$ cat src/rtl/mem_responder.sv
// mem_responder
//   Memory-side responder for cache fill traffic. Arbitrates the icache fetch
//   port and the dcache read/write port onto a single RAM port, one
//   transaction at a time. It also forces completion of a transaction when the
//   RAM reports an error or stays unresponsive for TIMEOUT cycles.
//
//   A completion is signalled by the owning port's wait going low for exactly
//   one cycle. The load data is valid in that same cycle, and the cache samples
//   it combinationally.
//
// Ports
//   CLK, nRST            clock (rising edge), asynchronous active-low reset
//   iREN, iaddr          icache fetch request and byte address
//   iwait, iload         0 = fetch completes this cycle; fetched word
//   dREN, dWEN           dcache read / write request (both high = write)
//   daddr, dstore        dcache byte address and write data
//   dwait, dload         0 = data access completes this cycle; read word
//   ramREN, ramWEN       RAM read / write enable
//   ramaddr, ramstore    RAM word-aligned address and write data
//   ramload, ramstate    RAM read data; status 0 FREE, 1 BUSY, 2 ACCESS, 3 ERROR
//   err                  sticky error flag (RAM error or timeout seen)
module mem_responder #(
  parameter int          TIMEOUT = 255,
  parameter logic [31:0] BADWORD = 32'hBAD1BAD1
) (
  input  logic        CLK,
  input  logic        nRST,
  input  logic        iREN,
  input  logic [31:0] iaddr,
  output logic        iwait,
  output logic [31:0] iload,
  input  logic        dREN,
  input  logic        dWEN,
  input  logic [31:0] daddr,
  input  logic [31:0] dstore,
  output logic        dwait,
  output logic [31:0] dload,
  output logic        ramREN,
  output logic        ramWEN,
  output logic [31:0] ramaddr,
  output logic [31:0] ramstore,
  input  logic [31:0] ramload,
  input  logic [1:0]  ramstate,
  output logic        err
);

  typedef enum logic [1:0] {
    IDLE = 2'd0,
    IREQ = 2'd1,
    DREQ = 2'd2
  } state_t;

  localparam int               CNT_W     = (TIMEOUT < 1) ? 1 : $clog2(TIMEOUT + 1);
  localparam logic [CNT_W-1:0] CNT_TO    = CNT_W'(TIMEOUT);
  localparam logic [1:0]       RS_ACCESS = 2'd2;
  localparam logic [1:0]       RS_ERROR  = 2'd3;

  state_t           state_q, state_d;
  logic             iprio_q, iprio_d;
  logic [CNT_W-1:0] cnt_q, cnt_d;
  logic             err_q, err_d;
  logic             dreq;

  // The RAM is word addressed, so the byte-offset bits of the request
  // addresses are intentionally ignored.
  logic unused_addr_lsbs;
  assign unused_addr_lsbs = ^{iaddr[1:0], daddr[1:0]};

  function automatic logic [CNT_W-1:0] sat_inc(input logic [CNT_W-1:0] v);
    return (v == '1) ? v : v + 1'b1;
  endfunction

  always_comb begin
    state_d  = state_q;
    iprio_d  = iprio_q;
    cnt_d    = cnt_q;
    err_d    = err_q;
    iwait    = 1'b1;
    dwait    = 1'b1;
    iload    = '0;
    dload    = '0;
    ramREN   = 1'b0;
    ramWEN   = 1'b0;
    ramaddr  = '0;
    ramstore = '0;
    dreq     = dREN | dWEN;

    case (state_q)
      IDLE: begin
        // The counter is cleared here, so it always starts at 0 on entry to
        // a request state.
        cnt_d = '0;
        if (dreq && !(iREN && iprio_q)) begin
          state_d = DREQ;
        end else if (iREN) begin
          state_d = IREQ;
        end
      end

      IREQ: begin
        ramREN  = 1'b1;
        ramaddr = {iaddr[31:2], 2'b00};
        if (!iREN) begin
          // Abort: the requester withdrew, so no completion strobe is given.
          state_d = IDLE;
        end else if (ramstate == RS_ACCESS) begin
          iwait   = 1'b0;
          iload   = ramload;
          iprio_d = 1'b0;
          state_d = IDLE;
        end else if (ramstate == RS_ERROR || cnt_q == CNT_TO) begin
          iwait   = 1'b0;
          iload   = BADWORD;
          err_d   = 1'b1;
          iprio_d = 1'b0;
          state_d = IDLE;
        end else begin
          cnt_d = sat_inc(cnt_q);
        end
      end

      DREQ: begin
        ramWEN   = dWEN;
        ramREN   = dREN & ~dWEN;
        ramaddr  = {daddr[31:2], 2'b00};
        ramstore = dstore;
        if (!dreq) begin
          state_d = IDLE;
        end else if (ramstate == RS_ACCESS) begin
          dwait = 1'b0;
          dload = dWEN ? 32'd0 : ramload;
          // An icache request that waited behind this access gets the next
          // grant. This prevents a busy dcache from starving it.
          if (iREN) iprio_d = 1'b1;
          state_d = IDLE;
        end else if (ramstate == RS_ERROR || cnt_q == CNT_TO) begin
          dwait = 1'b0;
          dload = BADWORD;
          err_d = 1'b1;
          if (iREN) iprio_d = 1'b1;
          state_d = IDLE;
        end else begin
          cnt_d = sat_inc(cnt_q);
        end
      end

      default: state_d = IDLE;
    endcase
  end

  always_ff @(posedge CLK or negedge nRST) begin
    if (!nRST) begin
      state_q <= IDLE;
      iprio_q <= 1'b0;
      cnt_q   <= '0;
      err_q   <= 1'b0;
    end else begin
      state_q <= state_d;
      iprio_q <= iprio_d;
      cnt_q   <= cnt_d;
      err_q   <= err_d;
    end
  end

  assign err = err_q;

endmodule

$ cat config.mk
export PLATFORM = sky130hd
export DESIGN_NAME = mem_responder
export DESIGN_NICKNAME = d
export VERILOG_FILES = /design/src/rtl/mem_responder.sv
export SDC_FILE = /design/constraint.sdc
export NUM_CORES = 1
export LEC_CHECK = 0
export CELL_PAD_IN_SITES_DETAIL_PLACEMENT = 1
export CELL_PAD_IN_SITES_GLOBAL_PLACEMENT = 1
export CORE_AREA = 2 2 129 131
export DETAILED_ROUTE_END_ITERATION = 16
export DIE_AREA = 0 0 131 133
export PLACE_DENSITY = 0.71
export SLEW_MARGIN = 20
export SYNTH_ARGS = -nofsm -noshare
export SYNTH_HDL_FRONTEND = slang
export SYNTH_SLANG_ARGS = --single-unit
$ cat constraint.sdc
create_clock -name CLK -period 1.9 [get_ports CLK]
set_input_delay 0.38 -clock CLK [delete_from_list [all_inputs] [get_ports CLK]]
set_output_delay 0.38 -clock CLK [all_outputs]
set_load 0.01 [all_outputs]
Word level (Yosys, flattened, before mapping):

Cells that the tools add are included.
W data, S select, Z words.

* logic and storage cells: 72
* register bits after elaboration: 12

* reductions and logical operators: 10
* bitwise logic cells: 3
* multiplexer cells: 44
* equal/unequal tests: 10
* $add $sub $neg: 1

Operators with widths (number)
* $mux W32: 9
* $pmux W32 S2: 1
* $mux W8: 5
* $pmux W8 S3: 1
* $mux W1: 18
* $mux W2: 6
* $ne A3 B3 Y1 const B: 3
* $add A8 B1 Y8 const B: 1
* $eq A8 B8 Y1 const B: 1
* $eq A2 B2 Y1 const B: 3
* $pmux W1 S2: 3
* $pmux W2 S3: 1
* $reduce_and A3 Y1: 2
* $reduce_and A5 Y1: 1
* $ne A2 B2 Y1 const B: 2
* $reduce_bool A3 Y1: 1
* $eq A2 B1 Y1 const B: 1
* $logic_and A1 B1 Y1: 2
* $logic_not A2 Y1: 1
* $reduce_bool A2 Y1: 1
* $and A1 B1 Y1: 1
* $logic_not A1 Y1: 1
* $logic_or A1 B1 Y1: 1
* $not A1 Y1: 1
* $or A1 B1 Y1: 1

Depth between registers and ports, before layout:

* word-level depth: 6
* mapped depth: 7

Least setup slack after synthesis:

No wires, ideal clock.

* path type: register to output
* from: register state_q[0]
* to: output dload[10]
* data arrival time: 1.666 ns
* stages on the path, launching flop included: 8
* path buffers: 2
* setup slack: -0.146 ns
* required time: 1.520 ns
* cells stage by stage: dfrtp_1 -> inv_1 -> ha_1 -> buf_2 -> inv_1 -> nor3b_1 -> clkbuf_1 -> and3_1

* longest elaborated chain between the ends: 2

Ends and longest elaborated chain
* from (decl): RTL line 58 `state_t state_q, state_d;`
* from (signal assigned): RTL line 158 `state_q <= state_d;`
* $eq A2 B2 Y1: RTL line 88 `case (state_q)`
* $mux W32: RTL line 88
* to (decl): RTL line 37 `output logic [31:0] dload,`

No other way between the ends.

Worst setup path after layout:

* from: register cnt_q[1]
* to: output iload[28]

* longest elaborated chain between the ends: 6

Ends and longest elaborated chain
* from (decl): RTL line 60 `logic [CNT_W-1:0] cnt_q, cnt_d;`
* from (signal assigned): RTL line 160 `cnt_q <= cnt_d;`
* $eq A8 B8 Y1: RTL line 111 `end else if (ramstate == RS_ERROR || cnt_q == CNT_TO) begin`
* $logic_or A1 B1 Y1: RTL line 111
* $mux W32: RTL line 111
* $mux W32: RTL line 106 `end else if (ramstate == RS_ACCESS) begin`
* $mux W32: RTL line 103 `if (!iREN) begin`
* $mux W32: RTL line 88
* to (decl): RTL line 31 `output logic [31:0] iload,`

No other way between the ends.

==> qor.yml <==
placement:
  port_buffers: 261
  place_area_sq_um: 5460
  post-dp-hpwl_microns: 10700
  gp_congestion: 0.770
layout:
  nNetsFinal: 827
  fin_util_pct: 43.5
  n_fill_cell: 1799
  drive_above_1_share_pct: 59.9
  num_antenna_cells: 0
  finalInstanceArea_sq_um: 7040
  layout-area-overhead-vs-synth_pct: 220
floorplanning:
  coreArea_sq_um: 16200
  num_rows: 47
  die-width_microns: 131
  die-area_sq_um: 17400
  die_y_microns: 133
  initial_core_util_pct: 13.6
  io_pins: 268
sta:
  maxSlewViolCount: 0
  finalCritPeriodShare_pct: 127
  final-hold-violation-count: 0
  period_needed_ns: 2.41
  fmax_mhz: 415
  rsz0062_at_grt: "yes"
  setup_slack_ns: -0.512
  setup_viol: 132
  finClkSkew_ns: 0.00188
yosys:
  netlist_top_cells_count: "and2_1 (33), nor2b_1 (31), a22oi_1 (30), nand2b_1 (23)"
  synth_most_common_cell: "and2_1"
  avgSynthCellArea_sq_um: 6.90
  netlist_instances: 319
  synthArstFlopShare_pct: 100
  synth_warnings: 0
  synth_top_area_share_pct: 13.6
  netlist_top_cells_area: "dfrtp_1 (14%), a22oi_1 (10%), and2_1 (9.4%)"
  synth_top_cell_by_area: "dfrtp_1"
  yosysUniqueCellTypes: 44
  synth_flop_cell: "dfrtp_1"
  yosysSeqAreaShare_pct: 13.6
  ys_seq_elements: 12
  synth_area_sq_um: 2200
  synth_edf_count: 0
global_routing:
  grt_pass1_wl_microns: 23700
  grt_overflow_total: 0
  antenna_found_initial: 0
  grt_pass1_vias: 4499
  grt_max_degree: 22
  grtUsageTotal_pct: 17.4
power:
  power.total_mw: 7.94
  power_switching_mw: 3.05
  internal-power_mw: 4.89
  p_leak_nw: 3.10
  peakVddDrop_uv: 512
  power_density_nw_per_um2: 1130
  comb_power_share_pct: 90.7
  seq_power_share_pct: 4.4
  clockPowerShare_pct: 4.9
  swShare_pct: 38.4
worst_setup_path:
  crit_path_end: "iload[28]"
  worstSetupPathType: "reg -> out"
  r2r_slack_ns: -0.29
  cp-end-kind: "output pin"
  startpoint_type: "flip-flop"
  rr_startpoint: "state_q[1]$_DFFE_PN0P_"
  startpoint: "cnt_q[1]$_DFFE_PN0P_"
  required_ns: 1.52
  rr_worst_depth: 11
  path_max_fanout: 9
  r2r-end: "cnt_q[3]$_DFFE_PN0P_"
  arrival_ns: 2.03
detailed_routing:
  wl_met2_microns: 9270
  drt-total-wl_microns: 17400
  wl_met1_microns: 6240
  via_count: 4008
  top_layer: "met4"
  firstDrtPassIters: 4
  drc: 0
  route.met3.wl_microns: 1410
  drtAntennaViolNets: 0
  drt_iter0_markers: 74
  drt-wirelength-per-cell_microns: 19.2
  via_per_inst: 4.43
clock_tree:
  cts_tree: "built"
  htree_levels: 1
  cts_sinks: 12
  clk_pin_slew_ns: 0.04
  cts.path.max_buffers: 2
  clockRootBuffer: "clkbuf_16"
  cts_buffers: 3
  clk_latency_ns: 0.24
run:
  cap_violations: 0
run_status:
  violations: "setup timing"
  status: "finished with violations"
hold_path:
  min_path_type: "in -> async"
layout make-up:
cell class                 count  area, sq um  area share [%]
tap                          220          275            3.91
sequential                    12          300            4.26
multi-input combinational    269         2360            33.5
clock buffer                   3         75.1            1.07
timing repair buffer         395         4000            56.9
inverter                       6         27.5           0.391
worst min path at each step:
stage,depth (start not counted),start,endpoint
after global routing,2,nRST,cnt_q[4]$_DFFE_PN0P_
after CTS,2,nRST,cnt_q[4]$_DFFE_PN0P_
final,2,nRST,cnt_q[4]$_DFFE_PN0P_
after detailed placement,1,err$_DFFE_PN0P_,err$_DFFE_PN0P_
after global placement,1,err$_DFFE_PN0P_,err$_DFFE_PN0P_
after floorplan,0,nRST,cnt_q[0]$_DFFE_PN0P_
repair_timing:
item / 4_1_cts / 5_1_grt
pin swaps: 19 / 23
endpoints found under the setup margin: 141 / 141
hold buffers: 0 / 0
buffers inserted: 43 / 33
resized for setup: 629 / 220
cloned: 13 / 5
power by group through the flow:
| stage | Combinational, mW | Clock (mW) | Sequential (mW) |
|---|---|---|---|
| after global routing | 7.63 | 0.402 | 0.359 |
| after floorplan | 1.90 | 0 | 0.354 |
| after global placement | 3.94 | 0 | 0.344 |
| after CTS | 5.68 | 0.389 | 0.349 |
| final | 7.20 | 0.388 | 0.353 |
| after detailed placement | 4.05 | 0 | 0.353 |
per-layer routing:
metal  vias up  GRT usage [%]
met5         -              0
li1       1864              -
met2       209           33.2
met4         0           6.62
met3        26           4.21
met1      1909           17.9
worst max-delay path, stage by stage, from the launching register on:
cell and delay [ns]:
dfrtp_1 0.37, ha_2 0.21, nand4_1 0.15, buf_4 0.19, o21ba_4 0.21, nor2_4 0.10, buf_6 0.12, buf_12 0.12
o21a_1 0.19, buf_6 0.13
logic make-up (layout without fill, tap and decap cells):
family | Yosys count | after routing | share of synthesized area (%)
compound gates | 96 | 96 | 30.3
fa+ha+maj | 5 | 5 | 2.84
buf+inv | 39 | 404 | 8.64
flops | 12 | 12 | 13.6
mux | 2 | 2 | 1.14
other cells | 1 | 2 | 0.170
simple gates | 164 | 164 | 43.3
stage by stage:
step / hold WS (ns) / instances / setup WS (ns) / TNS [ns]
2_1_floorplan: 0.0844 / 320 / 0.00386 / 0
3_3_place_gp: 0.472 / 821 / -0.708 / -56.50
3_5_place_dp: 0.479 / 821 / -0.759 / -61.73
4_1_cts: 0.473 / 879 / -0.448 / -32.02
5_1_grt: 0.477 / 905 / -0.560 / -43.10
6_report: 0.458 / 905 / -0.512 / -35.27
cells in the final DEF, fill, tap and decap left out, drive strengths merged, types with 2 or more instances in the layout:
cell / count
dfrtp: 12
a21oi: 20
o21a: 20
nand3b: 4
inv: 6
nand2b: 23
clkdlybuf4s50: 128
nor2: 16
nand3: 9
nand2: 21
and2: 34
o21ai: 7
buf: 258
o311ai: 2
or4: 2
dlygate4sd2: 2
and3: 17
a22oi: 30
ha: 5
conb: 2
clkbuf: 9
a22o: 4
o211ai: 6
nor2b: 31
state kept, by name, indices dropped and copies added (netlist names):
register / count
cnt_q: 8
err: 1
iprio_q: 1
state_q: 2
(Power assumes the default switching activity.)
==> edit 1, RTL diff (same flow settings) <==
The parameter `TIMEOUT` goes from 255 to 510.
--- a/src/rtl/mem_responder.sv
+++ b/src/rtl/mem_responder.sv
@@ -20,7 +20,7 @@
 //   ramload, ramstate    RAM read data; status 0 FREE, 1 BUSY, 2 ACCESS, 3 ERROR
 //   err                  sticky error flag (RAM error or timeout seen)
 module mem_responder #(
-  parameter int          TIMEOUT = 255,
+  parameter int          TIMEOUT = 510,
   parameter logic [31:0] BADWORD = 32'hBAD1BAD1
 ) (
   input  logic        CLK,
Check against the original RTL: no difference found for any inputs over 4 cycles, from zero or initial values and one cycle with nRST low; that may be too few to reach the edited logic, so the function may still have changed.
==> edit 1 against the original RTL <==
  * Synthesized cell count increased by 1.3%
  * Worst setup slack improved by 210 ps
  * Sequential power increased by 16%
  * Total power decreased by 7.3%
  * Sequential share of layout area increased by 0.33 points
  * Sequential cell count increased by 1
  * Clock power increased by 5.7%
  * Final area increased by 1.0%
  * The run still ends with setup timing left
  * Synthesized area decreased by 3.4%
  * Cell count decreased by 0.11%
  * Hold slack got worse by 5.2 ps
  * Routed wire length increased by 2.9%
==> edit 1: results (changes against the original RTL) <==
outcome finished with violations (unchanged); failing checks setup timing (unchanged); GRT Util Overall 18.4% (was 17.4%); Static Leak 3.17 nW (was 3.10 nW); ClkCell Share 1.11% (was 1.07%); met3 Resource Use GR 2.67% (was 4.21%); Largest stage delay, worst path 390 ps (was 370 ps); Async SR Flop Fraction 100% (unchanged); first-pass GRT wire length 24700 um (was 23700 um); Met3 Wirelength 941 um (was 1410 um); post-route cell area 7110 um^2 (was 7040 um^2); Clock Path Buffers 2 (unchanged); fraction of area in multi-input gates 37.0% (was 33.5%); # DRC 0 (unchanged); setup ws final -300 ps (was -512 ps); vias in the first global route 4356 (was 4499); setup bufs post-CTS 42 (was 43); final setup vio count 123 (was 132); placed cell area 5320 um^2 (was 5460 um^2); biggest regs cnt_q: 9 flops, state_q: 2 flops (was cnt_q: 8 flops, state_q: 2 flops); WL met2 9800 um (was 9270 um); fraction of layout cells with a size suffix above 1 60.4% (was 59.9%); top post-synthesis cells by count nor2_1, and2_1, nor2b_1, a22oi_1, nand2_1 (was and2_1, nor2b_1, a22oi_1, nand2b_1); met2 Use GR 35.2% (was 33.2%); Clock Buffer Count 4 (was 3); placed insts 825 (was 821); register fraction of the total cell area 4.59% (was 4.26%); Via density 4.43 (about the same); Synth area leaders dfrtp_1, nor2_1, a22oi_1, and2_1, nor2b_1 (was dfrtp_1, a22oi_1, and2_1, nor2b_1, o21a_1); mean post-synth cell area 6.58 um^2 (was 6.90 um^2); # clock sinks 13 (was 12); DR vias 4009 (was 4008); non-clock buffer count 377 (was 395); M1 wire length 6730 um (was 6240 um); initial antenna violation count 0 (unchanged); Worst Path Arrival 1820 ps (was 2030 ps); CTS Buf Count 3 (unchanged); Place WS -654 ps (was -759 ps); HPWL after DPL 10300 um (was 10700 um); invs w/o clock 4 (was 6); Peak supply drop 0.000410 V (was 0.000512 V); peak fanout along the critical path 8 (was 9); Max Clock Skew 2.96 ps (was 1.88 ps); met1 Use GR 20.4% (was 17.9%); #MultiIn Comb 286 (was 269); number of fill cells 1826 (was 1799); Netlist cell types 43 (was 44); Starting DRT DRC Count 122 (was 74); worst hold path class input pin to async pin (unchanged); sequential area share after synthesis 15.3% (was 13.6%); largest net degree at the start of global routing 16 (was 22); uppermost layer routed met4 (unchanged); final wirelength 17900 um (was 17400 um); Post-CTS Resized 731 (was 629); CTS root buf clkbuf_16 (unchanged); Setup TNS -17050 ps (was -35270 ps); gpl congestion 0.894 (was 0.770)
==> edit 1: cells by family (layout without fill, tap and decap cells) <==
kind of cell	count (synthesis)	in the layout	synth area share, %
compound gates	62	62	22.2
other cells	1	2	0.176
simple gates	209	215	51.3
buf+inv	31	385	6.89
fa+ha+maj	7	7	4.12
flops	13	13	15.3
==> edit 1: worst paths after layout <==
path | slack (ps) | startpoint | end | cells past startpoint
max | -300 | cnt_q[0] | dload[6] | 9
min in group CLK | 500 | iprio_q | iprio_q | 1
min reg2reg | 500 | iprio_q | iprio_q | 1
max reg2reg | -190 | state_q[1] | cnt_q[8] | 8
max in group asynchronous | 1260 | nRST | state_q[1] | 2
min | 450 | nRST | cnt_q[5] | 2
==> edit 1: worst max-delay path: cells and delay by family (launching register included) <==
kind            cells  cell delay, ps
buf+inv             4             510
flops               1             390
simple gates        3             360
compound gates      1             160
fa+ha+maj           1             130
==> edit 1: where the power goes <==
group | switching [mW] | internal, mW
clock network | 0.126 | 0.284
logic | 2.77 | 3.78
registers | 0.0626 | 0.346
==> edit 2, RTL diff (same settings) <==
Without the edit above. Reset style: synchronous (`nRST`), changed in one clocked block. Comments in the files are not updated.
--- a/src/rtl/mem_responder.sv
+++ b/src/rtl/mem_responder.sv
@@ -148,7 +148,7 @@
     endcase
   end
 
-  always_ff @(posedge CLK or negedge nRST) begin
+  always_ff @(posedge CLK) begin
     if (!nRST) begin
       state_q <= IDLE;
       iprio_q <= 1'b0;
Formal check against the unedited RTL: differs if nRST is asserted again (counterexample within 4 cycles, from zero or initial values and one cycle with nRST low); with nRST held inactive, the same outputs for 4 cycles.
==> edit 2 against the original RTL <==
  * The flow still finishes with violations (setup timing)
  * Critical path depth decreased by 1
  * Sequential cell count unchanged
  * Routed wire length decreased by 11%
  * Die area unchanged
  * Final area decreased by 9.7%
  * Worst setup slack improved by 270 ps
  * Core utilization decreased by 4.2 points
  * First-iteration DRC count increased by 4.1%
  * Cell count decreased by 4.1%
  * Synthesized area decreased by 5.0%
Power is left out: it rests on default switching activity, and per cell area and clock period it moved more than threefold.
==> edit 2: results (changes against the original RTL) <==
final setup vio count 59 (was 132); Starting DRT DRC Count 77 (was 74); Port Buffer Count 261 (unchanged); gpl congestion 0.817 (was 0.770); peak fanout along the critical path 5 (was 9); Most used DFF post-synth dfxtp_1 (was dfrtp_1); largest net degree at the start of global routing 29 (was 22); placed cell area 5400 um^2 (was 5460 um^2); Synth area leaders dfxtp_1, a22oi_1, and2_1, nor2b_1, o21a_1 (was dfrtp_1, a22oi_1, and2_1, nor2b_1, o21a_1); Max Clock Skew 2.40 ps (was 1.88 ps); Gate Count Post-Synth 317 (was 319); clk_lat worst skew 240 ps (about the same); failing checks setup timing (unchanged); H-tree depth 1 (unchanged); Largest stage delay, worst path 350 ps (was 370 ps); nets@finish 789 (was 827); sequential area share after synthesis 11.5% (was 13.6%); final wirelength 15400 um (was 17400 um); FF-to-FF setup slack -30 ps (was -290 ps); CP max-delay cell dfxtp_2 (was dfrtp_1); Syn. warnings 0 (unchanged); Detail Route Antenna Nets 0 (unchanged); Worst Path Arrival 1770 ps (was 2030 ps); initial antenna violation count 0 (unchanged); outcome finished with violations (unchanged); grt total ovfl 0 (unchanged); top post-synthesis cells by count and2_1, nor2b_1, a22oi_1, clkbuf_1, nand2_1 (was and2_1, nor2b_1, a22oi_1, nand2b_1); final non-filler cell total 868 (was 905); fraction of layout cells with a size suffix above 1 54.2% (was 59.9%); vias in the first global route 4050 (was 4499); diode count 0 (unchanged); Netlist cell types 43 (was 44); setup ws final -247 ps (was -512 ps); number of fill cells 1864 (was 1799); biggest regs cnt_q: 8 flops, state_q: 2 flops (unchanged); placed insts 825 (was 821); Setup TNS -6850 ps (was -35270 ps); GRT Util Overall 15.8% (was 17.4%); Pre-Repair DR Iteration Count 4 (unchanged); worst hold path class flip-flop to flip-flop (was input pin to async pin); delay-heaviest family, CP simple AND/OR/NAND/NOR gates (was buffers and inverters); Async SR Flop Fraction 0% (was 100%); Via density 4.37 (was 4.43); HPWL after DPL 11200 um (was 10700 um); first-pass GRT wire length 21800 um (was 23700 um); CTS root buf clkbuf_16 (unchanged); CTS Buf Count 3 (unchanged); Area Growth Syn to Fin 204% (was 220%); Reg clk slew, reported paths 50 ps
-- edit 2: cell type report --
cell class	instances	share of cell area, %
Timing Repair Buffer	359	52.2
Multi-Input combinational cell	268	37.7
Tap cell	220	4.33
Sequential cell	12	3.94
Clock buffer	4	1.40
Inverter	5	0.413
-- edit 2: worst min-delay path, stage by stage, from the launching register on --
cell and delay (ps):
dfxtp_1 350, a41oi_1 50, nor2_1 90
-- edit 2: cell families (layout without fill, tap and decap cells) --
group                      Yosys count  in the layout  share of synthesized area [%]
buffers and inverters               39            368                           7.66
adders and majority gates            5              5                           2.99
DFF                                 12             12                           11.5
AOI/OAI and AO/OA                   96             97                           33.0
and+or+nand+nor                    162            162                           43.7
other                                1              2                          0.179
muxes                                2              2                          0.958
-- edit 2: stage by stage --
stage	worst slack (ps)	hold slack, ps
2_1_floorplan	-22.1	460
3_3_place_gp	-711	519
3_5_place_dp	-766	513
4_1_cts	-282	538
5_1_grt	-328	575
6_report	-247	527
-- edit 2: final timing paths --
check / startpoint / end / depth (start not counted)
worst max register to register: state_q[0] / cnt_q[4] / 9
worst max-delay path: cnt_q[0] / iload[9] / 8
worst min-delay path: err / err / 2
worst min register to register: err / err / 2
-- edit 2: metal layers --
| metal | routed length [um] | track usage [%] | part of all wire, % |
|---|---|---|---|
| met1 | 5870 | 17.6 | 38 |
| met2 | 8310 | 30.5 | 54 |
| met3 | 986 | 2.79 | 6.4 |
| met4 | 244 | 3.84 | 1.6 |
| met5 | 0 | 0 | 0 |
-- edit 2: timing repair --
item / CTS / global route
buffers inserted: 20 / 13
endpoints found under the setup margin: 138 / 132
pin swaps: 19 / 32
hold buffers: 0 / 0
resized for setup: 580 / 159
cloned: 9 / 4
